## src/rtl/facto_pkg.sv

```systemverilog
// Shared register map for the factorial core register bank.
package facto_pkg;

  localparam int NUM_REGS     = 7;

  localparam int IDX_START    = 0;
  localparam int IDX_CLEAR    = 1;
  localparam int IDX_DONE     = 2;
  localparam int IDX_INTREN   = 3;
  localparam int IDX_OPERAND  = 4;
  localparam int IDX_RESULT_H = 5;
  localparam int IDX_RESULT_L = 6;

  // Bit of s_din that triggers START/CLEAR and clears DONE on write.
  localparam int W1C_BIT      = 0;

endpackage

```

## src/rtl/facto_addr_dec.sv

```systemverilog
// Register index decoder: one-hot write enable and read select.
// An index outside the register map yields all zeros on both outputs.
module facto_addr_dec
  import facto_pkg::*;
#(
  parameter int IDX_W = 5
) (
  input  logic                s_sel,
  input  logic                s_wr,
  input  logic [IDX_W-1:0]    idx,
  output logic [NUM_REGS-1:0] wr_en,
  output logic [NUM_REGS-1:0] rd_sel
);

  // Match the index against every implemented register.
  always_comb begin
    wr_en  = '0;
    rd_sel = '0;
    for (int i = 0; i < NUM_REGS; i++) begin
      if (idx == IDX_W'(i)) begin
        wr_en[i]  = s_sel & s_wr;
        rd_sel[i] = s_sel & ~s_wr;
      end
    end
  end

endmodule

```

## src/rtl/facto_reg_slave.sv

```systemverilog
// Bus-slave register bank for the factorial core: storage, read-back,
// start/clear pulses, busy tracking, sticky DONE and a level interrupt.
module facto_reg_slave
  import facto_pkg::*;
#(
  parameter int ADDR_W      = 8,
  parameter int DATA_W      = 32,
  parameter int STRIDE_LOG2 = 3
) (
  input  logic                clk,
  input  logic                reset_n,
  input  logic                s_sel,
  input  logic                s_wr,
  input  logic [ADDR_W-1:0]   s_addr,
  input  logic [DATA_W-1:0]   s_din,
  output logic [DATA_W-1:0]   s_dout,
  output logic                op_start,
  output logic                op_clear,
  output logic [DATA_W-1:0]   operand,
  input  logic                core_done,
  input  logic [2*DATA_W-1:0] core_result,
  output logic                busy,
  output logic                irq
);

  logic [ADDR_W-1:0]   idx;
  logic [NUM_REGS-1:0] wr_en;
  logic [NUM_REGS-1:0] rd_sel;
  logic                done_r;
  logic                intren_r;
  logic [DATA_W-1:0]   result_h;
  logic [DATA_W-1:0]   result_l;
  logic                start_req;
  logic                clear_req;
  logic                w1c_req;
  logic                done_evt;
  logic [DATA_W-1:0]   rd_data;

  assign idx = s_addr >> STRIDE_LOG2;

  facto_addr_dec #(
    .IDX_W (ADDR_W)
  ) u_addr_dec (
    .s_sel  (s_sel),
    .s_wr   (s_wr),
    .idx    (idx),
    .wr_en  (wr_en),
    .rd_sel (rd_sel)
  );

  // START and core_done are mutually exclusive through busy, so the
  // only real priority questions are CLEAR over everything and set over W1C.
  assign start_req = wr_en[IDX_START] & s_din[W1C_BIT] & ~busy;
  assign clear_req = wr_en[IDX_CLEAR] & s_din[W1C_BIT];
  assign w1c_req   = wr_en[IDX_DONE]  & s_din[W1C_BIT];
  assign done_evt  = core_done & busy;

  // Read mux; write-only and unmapped indices fall through to zero.
  always_comb begin
    rd_data = '0;
    if (rd_sel[IDX_DONE])     rd_data = {{(DATA_W-1){1'b0}}, done_r};
    if (rd_sel[IDX_INTREN])   rd_data = {{(DATA_W-1){1'b0}}, intren_r};
    if (rd_sel[IDX_OPERAND])  rd_data = operand;
    if (rd_sel[IDX_RESULT_H]) rd_data = result_h;
    if (rd_sel[IDX_RESULT_L]) rd_data = result_l;
  end

  // Command pulses, busy/DONE tracking and interrupt.
  always_ff @(posedge clk or negedge reset_n) begin
    if (!reset_n) begin
      op_start <= 1'b0;
      op_clear <= 1'b0;
      busy     <= 1'b0;
      done_r   <= 1'b0;
      irq      <= 1'b0;
    end else begin
      op_start <= start_req;
      op_clear <= clear_req;
      irq      <= done_r & intren_r;
      if (clear_req)      busy <= 1'b0;
      else if (start_req) busy <= 1'b1;
      else if (done_evt)  busy <= 1'b0;
      if (clear_req)      done_r <= 1'b0;
      else if (done_evt)  done_r <= 1'b1;
      else if (start_req) done_r <= 1'b0;
      else if (w1c_req)   done_r <= 1'b0;
    end
  end

  // Configuration and result storage.
  always_ff @(posedge clk or negedge reset_n) begin
    if (!reset_n) begin
      operand  <= '0;
      intren_r <= 1'b0;
      result_h <= '0;
      result_l <= '0;
    end else begin
      if (wr_en[IDX_OPERAND] && !busy) operand <= s_din;
      if (wr_en[IDX_INTREN]) intren_r <= s_din[0];
      if (clear_req) begin
        result_h <= '0;
        result_l <= '0;
      end else if (done_evt) begin
        result_h <= core_result[2*DATA_W-1:DATA_W];
        result_l <= core_result[DATA_W-1:0];
      end
    end
  end

  // Registered read data, held between reads.
  always_ff @(posedge clk or negedge reset_n) begin
    if (!reset_n) s_dout <= '0;
    else if (s_sel && !s_wr) s_dout <= rd_data;
  end

endmodule

```

## config.mk

```make
export PLATFORM = sky130hd
export DESIGN_NAME = facto_reg_slave
export DESIGN_NICKNAME = d
export VERILOG_FILES = /design/src/rtl/facto_pkg.sv /design/src/rtl/facto_addr_dec.sv /design/src/rtl/facto_reg_slave.sv
export SDC_FILE = /design/constraint.sdc
export NUM_CORES = 1
export LEC_CHECK = 0
export CORE_MARGIN = 1.5
export CORE_UTILIZATION = 25
export CTS_CLUSTER_DIAMETER = 120
export DETAILED_ROUTE_END_ITERATION = 10
export MAX_ROUTING_LAYER = met4
export PLACE_DENSITY_LB_ADDON = 0.1
export SLEW_MARGIN = 20
export SYNTH_ARGS = -nofsm -noshare
export SYNTH_HDL_FRONTEND = slang
export SYNTH_SLANG_ARGS = --single-unit
```

## constraint.sdc

```tcl
create_clock -name clk -period 1.9 [get_ports clk]
set_clock_uncertainty 0.05 [all_clocks]
set_input_delay 0.38 -clock clk [delete_from_list [all_inputs] [get_ports clk]]
set_output_delay 0.38 -clock clk [all_outputs]
set_load 0.01 [all_outputs]
```

==> summary.txt, run 1 <==
Detailed routing
  • DR vias/cell: 4.58
  • Drt drc: 0
  • TritonRoute pass-1 iters: 6
  • Final ANT Viol Nets: 0
  • Total Wirelength: 18.5 mm
  • Routed via count: 4960
  • DR WL/cell: roughly 17 um
  • DRT iter0 DRCs: 278

Synth
  • Synthesized area: just under 6000 um2
  • #FFs+latches synth: 134
  • Post-synthesis async set-or-reset flop share: 1.00
  • Xor and xnor fraction of the mapped netlist area: 0
  • Main area contributors after synthesis: dfrtp_1 57%, nand2_1 12%, mux2_4 7.6%
  • Yosys cell types: 32
  • Synth Warn #: 0
  • Mapped Cells: 566
  • Post-synth EDFFs: 0
  • Synth area leader: dfrtp_1
  • Avg Cell Area, Syn: 10.4 um2
  • Post-synthesis net count: between 600 and 700
  • Yosys top cell area share: 0.568
  • Synth Area in Compound Gates: 0.147
  • Sequential share of the synthesized area: 0.568
  • Synth Area in Adders: 0
  • Simple-gate portion of the synthesized area: 0.158
  • Multiplexer share of the synthesized area: 0.0840
  • Ys flop type: dfrtp_1
  • Largest family of logic cells by synthesized area: simple AND/OR/NAND/NOR gates

Power and ir drop
  • Final Total Pwr: 9.39 mW
  • Peak supply drop: 473 uV
  • Pwr per Cell Area: 1060 nW/um2
  • Leakage: 3.67 nW

Clock tree
  • CTS tree: done
  • Worst-Skew Late Latency: 420 ps
  • CTS clock-pin slew for the worst setup and hold paths: 60 ps
  • CTS sink cnt: 134
  • # H-tree levels: 4
  • Post-CTS Setup Repair Bufs: 0
  • Clock root cell: clkbuf_16
  • Clk buf depth: 2
  • Num CTS Buffers: 17

Setup path
  • Crit path max fanout: 3
  • Crit path buf inv count: 1
  • Worst path required time: 1470 ps
  • Crit Path Category: flip-flop to output pin
  • Crit-path cells: clkdlybuf4s50_1
  • CP top delay family: buffers and inverters
  • Slowest stage delay, CP: 550 ps
  • CP max stage cell: clkdlybuf4s50_1
  • CP Launch Type: flip-flop
  • Critical path arrival: about 1400 ps
  • CP Capture Type: output pin

Global route
  • Met2 Track Usage GR: 0.250
  • GRT Util Overall: 0.163
  • Initial antenna violation count: 0
  • Global-route wire length before repair: slightly below 30 mm
  • Gr busiest metal: met2
  • Number of global-route vias before repair: 5223
  • Largest net degree at the start of global routing: 45
  • Met3 Resource Use GR: 0.0302
  • Global route total overflow: 0
  • Met1 GRT Util: 0.215

Floorplanning
  • Die W: between 150 and 200 um
  • Rows: 56
  • Initial Util: 0.253
  • # IOs: approximately 180
  • Core Box Area: ~23000 um2
  • Die area: 24500 um2
  • Die Ht: 157 um

Timing
  • Final hold vios: 0
  • Achievable Freq: 0.555 GHz
  • Period minus WS final: between 1500 and 2000 ps
  • Fin. max-slew vios: 0
  • RSZ-0062 raised after global routing: false
  • Final setup vio count: 0
  • Fin Setup TNS: 0 ps
  • Slew Limit Headroom: 0.740
  • Final Cycle Share: 0.949
  • Worst slew pin tran: 390 ps

Job
  • Maxcap violations: 0

Min path
  • Worst Hold Class: primary input to asynchronous set/reset pin

Layout
  • Layout fillers: 2291
  • Layout Nets: 860
  • Layout area overhead: 50.8%
  • Diodes inserted: 0
  • Layout cell share with drive strength beyond 1: 0.152

Place
  • Routability Congestion: roughly 0.79
  • Port Buffer Count: 173
  • Final HPWL DP: 13.3 mm

Outcome
  • Status: completed
-- cells in the mapped netlist, types with 4 or more instances --
master    instances
a21oi_1          67
a22oi_1          31
buf_2             7
clkbuf_1         34
dfrtp_1         134
mux2_2            4
mux2_4           30
nand2_1         186
nand4_1           8
o211ai_1          7
o221ai_1         24
-- what timing repair did --
action                                  in CTS  in global routing
endpoints found under the setup margin       1                  0
hold buffers                                 1                  0
endpoints found under the hold margin       35                  0
gates resized for setup                      2                  0
-- cells by family after synthesis --
group,after synthesis
simple gates,218
flops,134
compound gates,133
buf+inv,47
mux,34
-- path summary, 6_finish.rpt --
| check | startpoint | endpoint | slack, ps | cells after the start |
|---|---|---|---|---|
| setup / recovery | operand[10]$_DFFE_PN0P_ | operand[10] | 100 | 1 |
| hold / removal | reset_n | operand[24]$_DFFE_PN0P_ | 390 | 2 |
| setup reg to reg | busy$_DFFE_PN0P_ | operand[15]$_DFFE_PN0P_ | 350 | 3 |
| hold reg to reg | s_dout[2]$_DFFE_PN0P_ | s_dout[2]$_DFFE_PN0P_ | 440 | 2 |
| max in group asynchronous | reset_n | operand[11]$_DFFE_PN0P_ | 820 | 3 |
| min in group clk | s_dout[2]$_DFFE_PN0P_ | s_dout[2]$_DFFE_PN0P_ | 440 | 2 |
-- state kept, by name, indices dropped and copies added (netlist names) --
name / count
op_start: 1
result_h: 32
op_clear: 1
irq: 1
s_dout: 32
busy: 1
done_r: 1
result_l: 32
operand: 32
intren_r: 1
-- per-stage QoR --
step,std cells,cell area [um2],worst slack [ps],hold WS (ps),util
floorplan,566,5900,125,34.4,-
global placement,1050,8290,-294,269,0.355
CTS,1083,8900,71.9,388,0.381
global route,1083,8900,44.0,418,0.381
detailed placement,1050,8290,-281,273,0.355
finish,1083,8900,97.6,394,0.381
-- cells in the final DEF, fill, tap and decap left out, types with 2 or more instances in the layout --
cell             instances
a21oi_1                 67
mux2_4                  30
bufinv_16                3
and2_1                   2
nand4_1                  8
clkinvlp_4               4
buf_12                  15
clkinv_2                 2
clkinv_4                 2
clkdlybuf4s50_1        171
dfrtp_1                133
nor3b_4                  2
inv_6                    3
nand3_1                  2
nand2_1                185
o221ai_1                24
o211ai_1                 7
clkbuf_16               17
buf_4                   24
nor3b_1                  2
nand2b_1                 2
a22oi_1                 31
mux2_2                   4
-- area by class of cell --
cell class                      instances  area (um2)  area share
Sequential cell                       134        3350       0.377
Multi-Input combinational cell        385        2320       0.261
Timing Repair Buffer                  213        2220       0.250
Clock buffer                           18         429      0.0482
Tap cell                              319         399      0.0449
Clock inverter                         14         174      0.0195
-- power by group --
part / internal [mW] / total [mW] / switching (mW)
Sequential: 3.66 / 4.14 / 0.471
Clock: 2.07 / 3.38 / 1.31
Combinational: 1.06 / 1.87 / 0.806
Total: 6.80 / 9.39 / 2.59
-- metal layers --
metal	part of all wire	vias to the layer above	wire length (um)
li1	-	2344	-
met1	0.47	2462	8620
met2	0.48	134	8880
met3	0.037	20	694
met4	0.017	0	320
met5	0	-	0
(Power assumes the default switching activity.)
==> inputs of run 2 (changes only) <==
--- a/config.mk
+++ b/config.mk
@@ -5,6 +5,7 @@
 export SDC_FILE = /design/constraint.sdc
 export NUM_CORES = 1
 export LEC_CHECK = 0
+export ABC_AREA = 1
 export CORE_MARGIN = 1.5
 export CORE_UTILIZATION = 25
 export CTS_CLUSTER_DIAMETER = 120
==> run 2 against run 1 <==
Effect of this change: fmax fell by 0.46%; critical endpoint is now busy; core utilization fell by 0.25 points; cell count rose by 9.8%; sequential power barely moved; design area fell by 0.65%; count of clock-buffer cells in the layout rose by 1; total power rose by 3.5%; highest routed layer unchanged; synthesized cell count rose by 21%; worst setup slack got worse by 8.4 ps; die area rose by 0.19%.
==> summary.txt, run 2 <==
Outcome
  • Status: completed

Synth
  • Post-synthesis net count: just under 800
  • Synth cell count leaders: 236 x nand2_1, 134 x dfrtp_1, 131 x nand3_1, 47 x inv_1, 33 x nand4_1
  • Synth area leader: dfrtp_1
  • Synthesized area: 5910 um2
  • Post-synthesis async set-or-reset flop share: 1.00
  • #FFs+latches synth: 134
  • Avg Cell Area, Syn: roughly 8.7 um2
  • Yosys cell types: 22
  • Post-synth EDFFs: 0
  • Ys flop type: dfrtp_1
  • Main area contributors after synthesis: dfrtp_1 57%, nand2_1 15%, nand3_1 11%
  • Yosys top cell area share: 0.567
  • Synth Warn #: 0
  • Most common cell in the netlist: nand2_1
  • Sequential share of the synthesized area: 0.567
  • Mapped Cells: approximately 680

Clock tree
  • CTS sink cnt: 134
  • Worst-Skew Late Latency: around 400 ps
  • Clk buf depth: 2
  • Clock root cell: clkbuf_16
  • Num CTS Buffers: 17
  • CTS tree: done
  • CTS clock-pin slew for the worst setup and hold paths: 60 ps
  • # H-tree levels: 4

Layout
  • Diodes inserted: 0
  • Most common cell after layout, fill and taps aside: nand2_1
  • Layout area overhead: 49.5%
  • Finished Cell Area: between 8000 and 9000 um2
  • Layout cell share with drive strength beyond 1: 0.0851
  • Final core occ: 0.379
  • Final cell count without fillers: 1189
  • Layout Nets: around 970
  • Commonest non-fill, non-tap cells in the layout: 235 x nand2_1, 172 x clkdlybuf4s50_1, 133 x dfrtp_1
  • Layout fillers: 2362

Timing
  • Final hold vios: 0
  • Fin Setup TNS: 0 ps
  • Slew Limit Headroom: 0.729
  • Period minus WS final: ~1800 ps
  • RSZ-0062 raised after global routing: false
  • Final Cycle Share: 0.953
  • Final setup vio count: 0
  • Fin. max-slew vios: 0
  • Worst slew pin tran: 407 ps
  • Achievable Freq: ~0.55 GHz

Setup path
  • Worst r2r dst: operand[9]$_DFFE_PN0P_
  • Worst r2r src: busy$_DFFE_PN0P_
  • R2R cell count: 5
  • Crit path max fanout: 5
  • Crit path buf inv count: 1
  • CP Capture Type: output pin
  • Reg-to-reg slack, setup: 630 ps
  • Crit-path cells: clkdlybuf4s50_1
  • Crit Path Category: flip-flop to output pin
  • Slowest stage delay, CP: 550 ps
  • CP top delay family: buffers and inverters
  • Origin of the worst setup path: busy$_DFFE_PN0P_
  • CP Launch Type: flip-flop
  • CP max stage cell: clkdlybuf4s50_1
  • Critical path arrival: ~1400 ps
  • Worst path required time: roughly 1500 ps

Global route
  • GRT Util Overall: 0.158
  • Number of global-route vias before repair: 5414
  • Initial antenna violation count: 0
  • Global-route wire length before repair: 29.0 mm
  • Largest net degree at the start of global routing: between 60 and 70
  • Global route total overflow: 0

Power and ir drop
  • Peak supply drop: 539 uV
  • Leakage: 4.17 nW
  • Pwr per Cell Area: 1100 nW/um2
  • Final Total Pwr: 9.71 mW

Floorplanning
  • Rows: 56
  • # IOs: 177
  • Core Box Area: 23300 um2
  • Die W: 157 um
  • Die Ht: 157 um
  • Die area: between 20000 and 25000 um2
  • Initial Util: 0.253

Detailed routing
  • DR vias/cell: 4.39
  • TritonRoute pass-1 iters: 5
  • Drt drc: 0
  • Total Wirelength: 17.9 mm
  • Routed via count: 5215
  • Final ANT Viol Nets: 0
  • DR WL/cell: ~15 um
  • DRT iter0 DRCs: between 150 and 200

Place
  • Inst Count DP: between 1000 and 1500
  • Routability Congestion: 0.745
  • Port Buffer Count: 173
  • Final HPWL DP: about 12 mm
  • Area after DPL: 8140 um2

Job
  • Maxcap violations: 0

Min path
  • Worst Hold Class: primary input to asynchronous set/reset pin
-- run 2: through the flow --
stage | hold WS, ps | worst slack [ps]
after floorplan | 34.4 | 582
after global placement | 279 | -108
after detailed placement | 277 | -117
after CTS | 395 | 52.1
after global routing | 430 | 24.2
final | 403 | 89.2
-- run 2: kinds of logic (layout without fill, tap and decap cells) --
kind of cell,after synthesis,in the layout,synth area share
and+or+nand+nor,416,416,0.316
DFF,134,134,0.567
buffers and inverters,96,283,0.0855
AOI/OAI and AO/OA,37,37,0.0317
-- run 2: worst max-delay path by stage --
stage          cells past startpoint                       end  slack (ps)
3_3_place_gp                       7    s_dout[14]$_DFFE_PN0P_        -110
3_5_place_dp                       7    s_dout[14]$_DFFE_PN0P_        -120
6_report                           1                      busy          90
2_1_floorplan                      8  result_h[10]$_DFFE_PN0P_         580
5_1_grt                            1                operand[1]          20
4_1_cts                            1                      busy          50
-- run 2: power by group --
| group | switching [mW] | total (mW) | internal (mW) | leakage [nW] |
|---|---|---|---|---|
| Combinational | 0.753 | 1.62 | 0.870 | 2.07 |
| Clock | 1.29 | 3.92 | 2.63 | 0.334 |
| Sequential | 0.481 | 4.17 | 3.69 | 1.76 |
| Total | 2.52 | 9.71 | 7.19 | 4.17 |
-- run 2: final cells by class --
cell class	instances	area [um2]	share of cell area
flip-flops and latches	134	3350	0.379
repair buffers	202	2140	0.242
multi-input cells	453	2070	0.234
clock inverters	12	249	0.0282
inverters	50	189	0.0214
well taps	319	399	0.0451
clock buffers	19	443	0.0501
-- run 2: per-layer routing --
layer  routed length, um  part of all wire  global-route usage  vias up
met3                 895             0.050              0.0410       12
met2                8430              0.47               0.247      130
met4                 169            0.0094              0.0444        0
met1                8450              0.47               0.201     2495
li1                    -                 -                   -     2578
met5                   0                 0                   -        -
-- run 2: repair_timing --
action,CTS,global route
endpoints found under the setup margin,1,0
endpoints found under the hold margin,32,0
resized for setup,1,0
hold buffers,1,0
setup buffers,0,0
==> edit (config.mk and constraints of run 2) <==
Change the parameter `ADDR_W` from 8 to 10.
--- a/src/rtl/facto_reg_slave.sv
+++ b/src/rtl/facto_reg_slave.sv
@@ -5,3 +5,3 @@
 #(
-  parameter int ADDR_W      = 8,
+  parameter int ADDR_W      = 10,
   parameter int DATA_W      = 32,
Ports: changed (resized s_addr); port bits go from 177 to 179. The function was not compared with the original's and may differ.
==> edit against run 2 <==
Wire length grew 8.6%. Sequential power shrank 15%. Hold slack lost 0.035 ns. Fmax shrank 1.2%. Setup slack lost 0.022 ns. Final cell count grew 1.9%. Sequential cell count is the same. Die area shrank 0.73%. Critical path depth is the same. Cell area grew 0.40%. Power shrank 20%. Area after synthesis shrank 0.74%. Critical path type unchanged. Largest power group unchanged.
==> edit: results (changes against run 2) <==
grt:
  met3_usage_pct: 3.58  # was 4.10%
  grt_max_degree: 71  # was 66
  grt_use_met2_pct: 28.0  # was 24.7%
  track_usage_pct: 17.2  # was 15.8%
  grt_first_pass_wirelength_um: 31100  # was 29000 um
  grt_util_met1_pct: 21.6  # was 20.1%
  grt_pass1_vias: 5608  # was 5414
final_layout:
  final_nets: 996  # was 967
  antennaDiodeCount: 0  # unchanged
  fillers: 2400  # was 2362
  layout-drive-gt1-share_pct: 9.80  # was 8.51%
yosys:
  synth_cell_type_count: 19  # was 22
  synth_compound_area_share_pct: 3.09  # was 3.17%
  synthTopCellsByCount: "nand2_1, nand3_1, dfrtp_1, inv_1"  # was nand2_1, dfrtp_1, nand3_1, inv_1, nand4_1
  synth_enable_flop_cells: 0  # unchanged
  synth-seq-area-share_pct: 57.1  # was 56.7%
  synthCells: 695  # was 683
  syn-num-nets: 806  # was 792
  yosys-top-cells-area: "dfrtp_1, nand3_1, nand2_1, nand4_1, inv_1"  # was dfrtp_1, nand2_1, nand3_1, nand4_1, inv_1
  yosysTopAreaCellShare_pct: 57.1  # was 56.7%
setup_path:
  crit_path_start: "operand[31]"  # was busy
  critPathMaxStageDelay_ns: 0.57  # was 0.55 ns
  ff2ff_setup_slack_ns: 0.70  # was 0.63 ns
  cp_data_arrival_time_ns: 1.40  # was 1.38 ns
  worstPathMaxFanout: 3  # was 5
  regToRegEndpoint: "result_h[24]"  # was operand[9]
  crit_end: "operand[31]"  # was busy
drt:
  vias: 5502  # was 5215
  wl_met2_um: 9550  # was 8430 um
  wl_um: 19500  # was 17900 um
  met3_length_um: 903  # was 895 um
  wl_met1_um: 8800  # was 8450 um
  wl_per_cell_um: 16.1  # was 15.1 um
  drt-initial-drc-count: 227  # was 192
timing:
  slew_headroom_pct: 76.5  # was 72.9%
  hold_ws_ns: 0.368  # was 0.403 ns
  setup_slack_ns: 0.0670  # was 0.0892 ns
run_status:
  status: "finished clean"  # unchanged
placement:
  placed_cells: 1177  # was 1157
  place_congestion: 0.853  # was 0.745
  dpl.hpwl_um: 13800  # was 12300 um
  post-place-ws_ns: -0.192  # was -0.117 ns
  place.port_buffers: 175  # was 173
  postPlaceCellArea_um2: 8270  # was 8140 um^2
pwr:
  p_switching_uw: 2030  # was 2520 uW
  peakVddDrop_mv: 0.434  # was 0.539 mV
  p_leak_uw: 0.00426  # was 0.00417 uW
cts:
  cts-root-buf: "clkbuf_16"  # unchanged
min_path:
  hold_class: "input port to async pin"  # unchanged
edit: power groups by stage:
| stage | registers (uW) | clock network [uW] | logic [uW] |
|---|---|---|---|
| 2_1_floorplan | 3530 | 0 | 433 |
| 3_3_place_gp | 3570 | 0 | 953 |
| 3_5_place_dp | 3590 | 0 | 973 |
| 4_1_cts | 3530 | 3440 | 979 |
| 5_1_grt | 3590 | 3570 | 1090 |
| 6_report | 3530 | 3330 | 957 |
edit: layout make-up:
class                      count  area [um^2]  area share [%]
sequential                   134         3350            37.8
clock buffer                  20          447            5.03
multi-input combinational    461         2130            24.0
inverter                      51          191            2.16
clock inverter                12          141            1.59
tap                          313          392            4.41
timing repair buffer         220         2220            25.0
edit: repair_timing:
item,in CTS,in global routing
setup endpoints to repair,0,3
hold buffers,1,0
endpoints found under the hold margin,30,0
gates resized for setup,0,2
buffers inserted,0,1
